===== config.mk =====
export PLATFORM = sky130hd
export DESIGN_NAME = pipelined_ripple_adder
export DESIGN_NICKNAME = d
export VERILOG_FILES = /design/src/rtl/rca_pkg.sv /design/src/rtl/rca_slice.sv /design/src/rtl/pipelined_ripple_adder.sv
export SDC_FILE = /design/constraint.sdc
export NUM_CORES = 1
export LEC_CHECK = 0
export ABC_AREA = 1
export BUFFER_PORTS_ARGS = -buffer_cell sky130_fd_sc_hd__buf_4
export CORE_ASPECT_RATIO = 1.4
export CORE_MARGIN = 3
export CORE_UTILIZATION = 52
export DETAILED_ROUTE_END_ITERATION = 7
export PLACE_DENSITY = 0.78
export SLEW_MARGIN = 20
export SYNTH_ARGS = -nofsm -noshare
export SYNTH_HDL_FRONTEND = slang
export SYNTH_SLANG_ARGS = --single-unit

===== constraint.sdc =====
create_clock -name clk -period 3.15 [get_ports clk]
set_input_delay 0.63 -clock clk [delete_from_list [all_inputs] [get_ports clk]]
set_output_delay 0.63 -clock clk [all_outputs]
set_load 0.01 [all_outputs]

===== src/rtl/rca_pkg.sv =====
// Shared definitions for the pipelined ripple-carry adder family.
package rca_pkg;

    // Encoding of the sub port.
    localparam logic OP_ADD = 1'b0;
    localparam logic OP_SUB = 1'b1;

    // Legal when STAGES is in 1..WIDTH and divides WIDTH exactly.
    function automatic bit params_legal(input int unsigned width, input int unsigned stages);
        return (stages >= 1) && (stages <= width) && ((width % stages) == 0);
    endfunction

endpackage


===== src/rtl/rca_slice.sv =====
// Combinational SLICE-bit ripple chain of full adders.
module rca_slice #(
    parameter int unsigned SLICE = 4
) (
    input  logic [SLICE-1:0] a_i,
    input  logic [SLICE-1:0] b_i,
    input  logic             cin_i,
    output logic [SLICE-1:0] sum_o,
    output logic             cout_o,
    output logic             cmsb_o
);

    logic [SLICE:0] carry;

    // Ripple the carry through one full adder per bit.
    always_comb begin
        carry    = '0;
        sum_o    = '0;
        carry[0] = cin_i;
        for (int unsigned i = 0; i < SLICE; i++) begin
            sum_o[i]   = a_i[i] ^ b_i[i] ^ carry[i];
            carry[i+1] = (a_i[i] & b_i[i]) | (carry[i] & (a_i[i] ^ b_i[i]));
        end
    end

    assign cout_o = carry[SLICE];
    assign cmsb_o = carry[SLICE-1];

endmodule


===== src/rtl/pipelined_ripple_adder.sv =====
// Pipelined add/subtract unit: STAGES ripple slices with registered carries,
// skewed operands, deskewed sums and a valid/ready handshake on both sides.
module pipelined_ripple_adder
    import rca_pkg::*;
#(
    parameter int unsigned WIDTH  = 8,
    parameter int unsigned STAGES = 2
) (
    input  logic             clk,
    input  logic             rst,
    input  logic             in_valid,
    output logic             in_ready,
    input  logic [WIDTH-1:0] a,
    input  logic [WIDTH-1:0] b,
    input  logic             cin,
    input  logic             sub,
    output logic             out_valid,
    input  logic             out_ready,
    output logic [WIDTH-1:0] sum,
    output logic             cout,
    output logic             ovf
);

    localparam int unsigned SLICE = WIDTH / STAGES;

    if (!params_legal(WIDTH, STAGES)) begin : g_bad_params
        $error("pipelined_ripple_adder: WIDTH must be a multiple of STAGES and STAGES in 1..WIDTH");
    end

    // Single advance enable: the whole pipeline moves or the whole pipeline holds.
    logic adv_en;
    assign adv_en   = !out_valid || out_ready;
    assign in_ready = adv_en;

    // Stage k owns operand bits [WIDTH-1:k*SLICE] still to be added and the
    // sum bits [k*SLICE+SLICE-1:0] completed once its slice has rippled.
    // Stages k>0 start with the boundary register fed by stage k-1.
    for (genvar k = 0; k < STAGES; k++) begin : g_st
        localparam int unsigned LO = k * SLICE;

        logic [WIDTH-1:LO]      op_a;
        logic [WIDTH-1:LO]      op_b;
        logic                   cy_in;
        logic                   vld;
        logic [LO+SLICE-1:0]    done;
        logic [SLICE-1:0]       sl_sum;
        logic                   sl_cout;
        logic                   sl_cmsb;

        if (k == 0) begin : g_in
            // Stage 0 forms the effective operands straight from the ports.
            always_comb begin
                op_a  = a;
                op_b  = (sub == OP_SUB) ? ~b : b;
                cy_in = (sub == OP_SUB) ? 1'b1 : cin;
                vld   = in_valid;
                done  = sl_sum;
            end
        end else begin : g_reg
            logic              v_q;
            logic              c_q;
            logic [WIDTH-1:LO] a_q;
            logic [WIDTH-1:LO] b_q;
            logic [LO-1:0]     s_q;

            // Boundary register: carry, valid, skewed operands, deskewed sums.
            always_ff @(posedge clk) begin
                if (rst) begin
                    v_q <= 1'b0;
                    c_q <= 1'b0;
                    a_q <= '0;
                    b_q <= '0;
                    s_q <= '0;
                end else if (adv_en) begin
                    v_q <= g_st[k-1].vld;
                    c_q <= g_st[k-1].sl_cout;
                    a_q <= g_st[k-1].op_a[WIDTH-1:LO];
                    b_q <= g_st[k-1].op_b[WIDTH-1:LO];
                    s_q <= g_st[k-1].done;
                end
            end

            // Present the registered state to this stage's slice.
            always_comb begin
                op_a  = a_q;
                op_b  = b_q;
                cy_in = c_q;
                vld   = v_q;
                done  = {sl_sum, s_q};
            end
        end

        rca_slice #(
            .SLICE (SLICE)
        ) u_slice (
            .a_i    (op_a[LO +: SLICE]),
            .b_i    (op_b[LO +: SLICE]),
            .cin_i  (cy_in),
            .sum_o  (sl_sum),
            .cout_o (sl_cout),
            .cmsb_o (sl_cmsb)
        );

        // Only the top slice's MSB carry feeds ovf.
        if (k != STAGES - 1) begin : g_sink
            logic cmsb_unused;
            assign cmsb_unused = sl_cmsb;
        end
    end

    logic             out_valid_q, out_valid_d;
    logic [WIDTH-1:0] sum_q, sum_d;
    logic             cout_q, cout_d;
    logic             ovf_q, ovf_d;

    // Output register next state: load from the last stage when advancing.
    always_comb begin
        out_valid_d = out_valid_q;
        sum_d       = sum_q;
        cout_d      = cout_q;
        ovf_d       = ovf_q;
        if (adv_en) begin
            out_valid_d = g_st[STAGES-1].vld;
            sum_d       = g_st[STAGES-1].done;
            cout_d      = g_st[STAGES-1].sl_cout;
            ovf_d       = g_st[STAGES-1].sl_cmsb ^ g_st[STAGES-1].sl_cout;
        end
    end

    // Output register with synchronous reset.
    always_ff @(posedge clk) begin
        if (rst) begin
            out_valid_q <= 1'b0;
            sum_q       <= '0;
            cout_q      <= 1'b0;
            ovf_q       <= 1'b0;
        end else begin
            out_valid_q <= out_valid_d;
            sum_q       <= sum_d;
            cout_q      <= cout_d;
            ovf_q       <= ovf_d;
        end
    end

    assign out_valid = out_valid_q;
    assign sum       = sum_q;
    assign cout      = cout_q;
    assign ovf       = ovf_q;

endmodule


==> results of run 1 <==
## sequential cells by signal, indices dropped and copies added (netlist names)
register,count
cout,1
g_st.cy_in,1
g_st.g_reg.a_q,4
g_st.g_reg.b_q,4
g_st.g_reg.s_q,4
g_st.g_reg.v_q,1
out_valid,1
ovf,1
sum,8
## cells in the final DEF, fill, tap and decap left out, drive strengths merged
| master | n |
|---|---|
| dfxtp | 25 |
| buf | 33 |
| clkbuf | 3 |
| xor2 | 2 |
| fa | 8 |
| xnor2 | 2 |
| clkinv | 1 |
| a21oi | 1 |
| nand2 | 27 |
| o21bai | 16 |
| nand3b | 3 |
| nor2 | 50 |
| nand3 | 2 |
| inv | 26 |
## cell type report
cell class              instances  area, um2  area share (%)
inverters                      26      100.1           6.093
well taps                      34      42.54           2.589
flip-flops and latches         25      500.5           30.46
multi-input cells             111      724.4           44.10
clock buffers                   3      22.52           1.371
repair buffers                 33      247.7           15.08
clock inverters                 1      5.005          0.3046
## worst reg2reg max path: stages (launching register included)
cell and delay (ps):
dfxtp_1 370, fa_1 420, inv_1 70, fa_1 160, inv_1 50, fa_1 390
inv_1 100, fa_1 420, inv_1 70, nor2_1 50, nor2_2 110
## power by group through the flow
stage,logic [mW],clock network [mW],registers (mW)
finish,0.192,0.142,0.373
CTS,0.195,0.148,0.373
detailed placement,0.194,0,0.381
global placement,0.185,0,0.379
global route,0.218,0.160,0.379
floorplan,0.123,0,0.383
## routing by layer
metal  GRT usage (%)  share of wire [%]
met1           18.11                 40
met2           36.26                 52
met3           2.461                5.6
met4           9.343                2.3
met5               0                  0
## kinds of logic after synthesis
group / after synthesis / share of synthesized area [%]
and+or+nand+nor: 82 / 26.96
AOI/OAI and AO/OA: 17 / 11.18
DFF: 25 / 36.07
buffers and inverters: 32 / 11.72
adders and majority gates: 8 / 11.54
xor gates and xnor gates: 4 / 2.525
## through the flow
stage               power (mW)  hold slack (ps)  std cells  setup WS [ps]
CTS                     0.7164            469.2        233          744.8
global placement        0.5643            447.7        229          462.5
floorplan               0.5056            435.9        168          481.4
detailed placement      0.5745            447.6        229          386.4
finish                  0.7073            466.1        233          750.3
global route            0.7572            522.0        233          665.9
## worst max-delay path by stage
stage / to / slack, ps / depth (start not counted)
2_1_floorplan: g_st[1].g_reg.s_q[3]$_SDFFE_PP0P_ / 480 / 11
3_3_place_gp: g_st[1].g_reg.s_q[3]$_SDFFE_PP0P_ / 460 / 11
3_5_place_dp: g_st[1].g_reg.s_q[3]$_SDFFE_PP0P_ / 390 / 11
4_1_cts: g_st[1].g_reg.s_q[3]$_SDFFE_PP0P_ / 740 / 11
5_1_grt: g_st[1].g_reg.s_q[3]$_SDFFE_PP0P_ / 670 / 11
6_report: g_st[1].g_reg.s_q[3]$_SDFFE_PP0P_ / 750 / 11
==> flow_metrics.env, run 1 <==
export IMPL_status="finished, final reports clean"
export IMPL_wirelength_mm=2.603
export IMPL_worstPathArrival_ps=2630
export IMPL_final_util_pct=66.51
export IMPL_die_area_mm2=0.003333
export IMPL_hold_end="out_valid$_SDFFE_PP0P_"
export IMPL_worstSkewPairLatency_ps=320
export IMPL_critPathMaxFanout=10
export IMPL_worst_path_buf_inv=4
export IMPL_cp_cell_sequence="buf_4 > xnor2_1 > fa_1 > inv_1 > fa_1 > inv_1 > fa_1 > inv_1 > fa_1 > nor2_1 > nor2_2"
export IMPL_rsz0062_at_grt="false"
export IMPL_cp_start_kind="primary input"
export IMPL_synth_fp_nets=198
export IMPL_worstRegToRegCells=10
export IMPL_postCtsSetupRepairBufs=0
export IMPL_placed_area_mm2=0.001615
export IMPL_reg2reg_slack_ps=910
export IMPL_setup_viol=0
export IMPL_clk_pin_slew_ps=140
export IMPL_critical_path_max_stage_delay_ps=400
export IMPL_min_from="g_st[1].g_reg.v_q$_SDFFE_PP0P_"
export IMPL_synth_avg_cell_area_um2=8.259
export IMPL_comb_power_share_pct=27.1
export IMPL_num_rows=21
export IMPL_h_tree_depth=1
export IMPL_root_buffer="clkbuf_4"
export IMPL_p_sw_mw=0.2149
export IMPL_relSlewSlack_pct=70.04
export IMPL_slowest_stage="fa_1"
export IMPL_first_global_vias=1187
export IMPL_powerDensity_mw_per_mm2=430.5
export IMPL_cts_tree="built"
export IMPL_vias_per_cell=4.755
export IMPL_syn_inst=168
export IMPL_p_int_mw=0.4924
export IMPL_ys_seq_area_share_pct=36.07
export IMPL_fmax_mhz=416.7
export IMPL_io_pins=34
export IMPL_yosys_register_bits=25
export IMPL_hp_class="reg2reg"
export IMPL_drc=0
export IMPL_ys_flop_type="dfxtp_1"
export IMPL_place_gp_congestion=0.7161
export IMPL_synth_edff_count=0
export IMPL_fin_nets=230
export IMPL_drtAntennaViolNets=0
export IMPL_final_area_mm2=0.001643
export IMPL_maxSlewViolCount=0
export IMPL_tightestPinTransition_ps=448.8
export IMPL_netlist_area_mm2=0.001388
export IMPL_hold_viol=0
export IMPL_synth_area_leaders="dfxtp_1 (36%), fa_1 (12%), nor2_1 (11%)"
export IMPL_cts_path_max_buffers=2
export IMPL_detail_route_first_pass_iterations=4
export IMPL_dpl_hpwl_mm=1.992
export IMPL_grt_max_degree=28
export IMPL_antenna_found_initial=0
export IMPL_clock_power_share_pct=20.1
export IMPL_area_delta_synth_final_pct=18.40
export IMPL_diodes=0
export IMPL_drive_gt1_share_pct=28.64
export IMPL_critPathMostFrequentCell="fa_1"
export IMPL_setup_tns_ps=0
export IMPL_hold_depth=2
export IMPL_wl_per_cell_um=11.17
export IMPL_track_usage_pct=18.27
export IMPL_worstPathRequired_ps=3380
export IMPL_cts_sinks=25
export IMPL_ys_warn_count=0
export IMPL_postCtsResizedCells=0
export IMPL_port_buffers=33
export IMPL_crit_start="sub"
export IMPL_timing_rr_start="g_st[1].cy_in$_SDFFE_PP0P_"
export IMPL_grt_overflow=0
export IMPL_synth_common_cells="nor2_1 (41), nand2_1 (26), dfxtp_1 (25), inv_1 (24)"
export IMPL_nFillCells=246
export IMPL_core_area_mm2=0.002470
export IMPL_yosysMostFrequentCell="nor2_1"
export IMPL_initial_core_util_pct=56.18
export IMPL_p_leak_nw=0.8279
export IMPL_die_x_um=49.66
export IMPL_synth_cell_types=21
export IMPL_drtIter0Drc=19
export IMPL_hold_buffers=0
export IMPL_fin_skew_ps=6.583
export IMPL_die_y_um=67.12
export IMPL_criticalPathCategory="in2reg"
export IMPL_fin_crit_ps=2400
export IMPL_grt_pass1_wl_mm=4.685
export IMPL_yosys_area_top_type_share_pct=36.07
export IMPL_ir_drop_mv=0.1825
export IMPL_r2r_end="sum[7]$_SDFFE_PP0P_"
export IMPL_drv_cap=0
export IMPL_cts_buffers=3
export IMPL_critical_path_top_delay_family="adder cells"
export IMPL_fin_crit_sh_pct=76.18
export IMPL_synth_largest_area_cell="dfxtp_1"
export IMPL_vias=1108
export IMPL_seqPwrFrac_pct=52.7
export IMPL_swShare_pct=30.38
export IMPL_cp_end_kind="register"
export IMPL_ys_async_sr_fraction_pct=0
Power figures use the tool's default switching activity.
==> inputs of run 2 (changes only) <==
==> constraint.sdc (replaced) <==
create_clock -name clk -period 2.5 [get_ports clk]
set_input_delay 0.5 -clock clk [delete_from_list [all_inputs] [get_ports clk]]
set_output_delay 0.5 -clock clk [all_outputs]
set_load 0.01 [all_outputs]
==> run 2 against run 1 <==
Net effect:
- die area stayed put
- sequential power is 26% higher
- via count is 1.4% lower
- sequential share of layout area is 0.39 points lower
- clock power is 27% higher
- wire length is 5.4% lower
- power is 26% higher
- final area is 1.3% higher
- worst hold slack worse by 79 ps
- non-clock buffer count is 2 higher
- critical endpoint is now sum[7]$_SDFFE_PP0P_
==> flow_metrics.env, run 2 (same netlist as run 1, synthesis figures left out) <==
export IMPL_wl_per_cell_um=10.48
export IMPL_status="finished, final reports clean"
export IMPL_hp_class="in2reg"
export IMPL_cp_end_kind="register"
export IMPL_final_common_cell="nor2_1"
export IMPL_io_pins=34
export IMPL_first_global_vias=1105
export IMPL_cts_buffers=3
export IMPL_worstSkewPairLatency_ps=320
export IMPL_track_usage_pct=17.30
export IMPL_postCtsSetupRepairBufs=0
export IMPL_largest_reg_flops=8
export IMPL_root_buffer="clkbuf_4"
export IMPL_setup_tns_ps=0
export IMPL_fin_crit_ps=2256
export IMPL_hold_viol=0
export IMPL_fin_nets=232
export IMPL_grt_max_degree=28
export IMPL_ir_drop_mv=0.3500
export IMPL_num_rows=21
export IMPL_area_delta_synth_final_pct=19.93
export IMPL_worstPathRequired_ps=2760
export IMPL_maxSlewViolCount=0
export IMPL_grt_overflow=0
export IMPL_diodes=0
export IMPL_mostFrequentLayoutCells="nor2_1 (41), buf_4 (35), nand2_1 (26), dfxtp_1 (25), inv_1 (24)"
export IMPL_critical_path_max_stage_delay_ps=420
export IMPL_hold_slack_ps=386.9
export IMPL_cp_cell_sequence="fa_1 > inv_1 > fa_1 > inv_1 > fa_1 > inv_1 > fa_1 > inv_1 > nor2_1 > nor2_2"
export IMPL_critical_path_top_delay_family="adder cells"
export IMPL_drtAntennaViolNets=0
export IMPL_worstPathArrival_ps=2520
export IMPL_hold_buffers=0
export IMPL_drc=0
export IMPL_h_tree_depth=1
export IMPL_r2r_end="sum[7]$_SDFFE_PP0P_"
export IMPL_cts_tree="built"
export IMPL_fmax_mhz=443.2
export IMPL_dpl_cell_count=231
export IMPL_hold_depth=3
export IMPL_drive_gt1_share_pct=29.35
export IMPL_die_y_um=67.12
export IMPL_vias=1093
export IMPL_cp_start_kind="register"
export IMPL_core_area_mm2=0.002470
export IMPL_drv_cap=0
export IMPL_clk_pin_slew_ps=140
export IMPL_worstRegToRegCells=10
export IMPL_tightestPinTransition_ps=434.5
export IMPL_hold_end="g_st[1].g_reg.a_q[7]$_SDFFE_PP0P_"
export IMPL_worst_path_buf_inv=4
export IMPL_dpl_hpwl_mm=1.909
export IMPL_place_gp_congestion=0.7811
export IMPL_finalPower_mw=0.8933
export IMPL_relSlewSlack_pct=70.99
export IMPL_grt_pass1_wl_mm=4.395
export IMPL_cts_sinks=25
export IMPL_cts_path_max_buffers=2
export IMPL_reg2reg_slack_ps=240
export IMPL_slowest_stage="fa_1"
export IMPL_p_leak_nw=0.8411
export IMPL_criticalPathCategory="reg2reg"
export IMPL_setup_viol=0
export IMPL_fin_skew_ps=13.96
export IMPL_antenna_found_initial=0
export IMPL_finalNonFillerCells=235
export IMPL_timing_rr_start="g_st[1].cy_in$_SDFFE_PP0P_"
export IMPL_drtIter0Drc=11
export IMPL_fin_crit_sh_pct=90.26
export IMPL_crit_start="g_st[1].cy_in$_SDFFE_PP0P_"
export IMPL_min_from="a[7]"
export IMPL_detail_route_first_pass_iterations=4
export IMPL_vias_per_cell=4.651
export IMPL_wirelength_mm=2.463
export IMPL_critPathMaxFanout=2
export IMPL_die_area_mm2=0.003333
export IMPL_rsz0062_at_grt="false"
export IMPL_initial_core_util_pct=56.18
export IMPL_postCtsResizedCells=0
export IMPL_port_buffers=33
export IMPL_die_x_um=49.66
export IMPL_powerDensity_mw_per_mm2=536.8
[run 2: changes by cell type in the layout (fill, tap and decap cells not counted)]
cell | before | now
xnor2_1 | 2 | 1
xnor2_2 | 0 | 1
clkinv_2 | 1 | 0
buf_4 | 33 | 35
clkbuf_1 | 0 | 1
[run 2: worst max-delay path by stage]
stage / endpoint / slack (ps) / cells after the start
after floorplan: g_st[1].g_reg.s_q[3]$_SDFFE_PP0P_ / 40 / 11
after global placement: g_st[1].g_reg.s_q[3]$_SDFFE_PP0P_ / -9 / 11
after detailed placement: g_st[1].g_reg.s_q[3]$_SDFFE_PP0P_ / -70 / 11
after CTS: sum[7]$_SDFFE_PP0P_ / 230 / 10
after global routing: sum[7]$_SDFFE_PP0P_ / 130 / 10
final: sum[7]$_SDFFE_PP0P_ / 240 / 10
[run 2: routing by layer]
metal | part of all wire, % | global-route usage [%] | vias to the layer above
li1 | - | - | 564
met1 | 41 | 18.44 | 492
met2 | 51 | 32.12 | 33
met3 | 5.4 | 2.237 | 4
met4 | 2.4 | 10.38 | 0
met5 | 0 | 0 | -
[run 2: tightest hold or removal path, stage by stage]
cell and delay, ps:
buf_4 80, nor2_1 30, nor2_1 80
[run 2: per-stage QoR]
| step | util, % | setup slack (ps) | cell area, um2 |
|---|---|---|---|
| final | 67.38 | 243.6 | 1664 |
| after global routing | 67.38 | 129.1 | 1664 |
| after CTS | 67.38 | 234.0 | 1664 |
| after detailed placement | 66.31 | -72.85 | 1638 |
| after global placement | 66.31 | -9.177 | 1638 |
| after floorplan | - | 38.31 | 1401 |
[run 2: final cells by class]
cell class	count	area, um2
Timing Repair Buffer	35	262.8
Multi-Input combinational cell	111	732.0
Inverter	26	100.1
Sequential cell	25	500.5
Fill cell	230	805.8
Clock buffer	4	26.28
Tap cell	34	42.54
[run 2: power breakdown]
part | total (mW) | switching, mW | internal [mW]
clock | 0.180 | 0.118 | 0.0625
sequential | 0.470 | 0.0277 | 0.442
combinational | 0.243 | 0.123 | 0.120
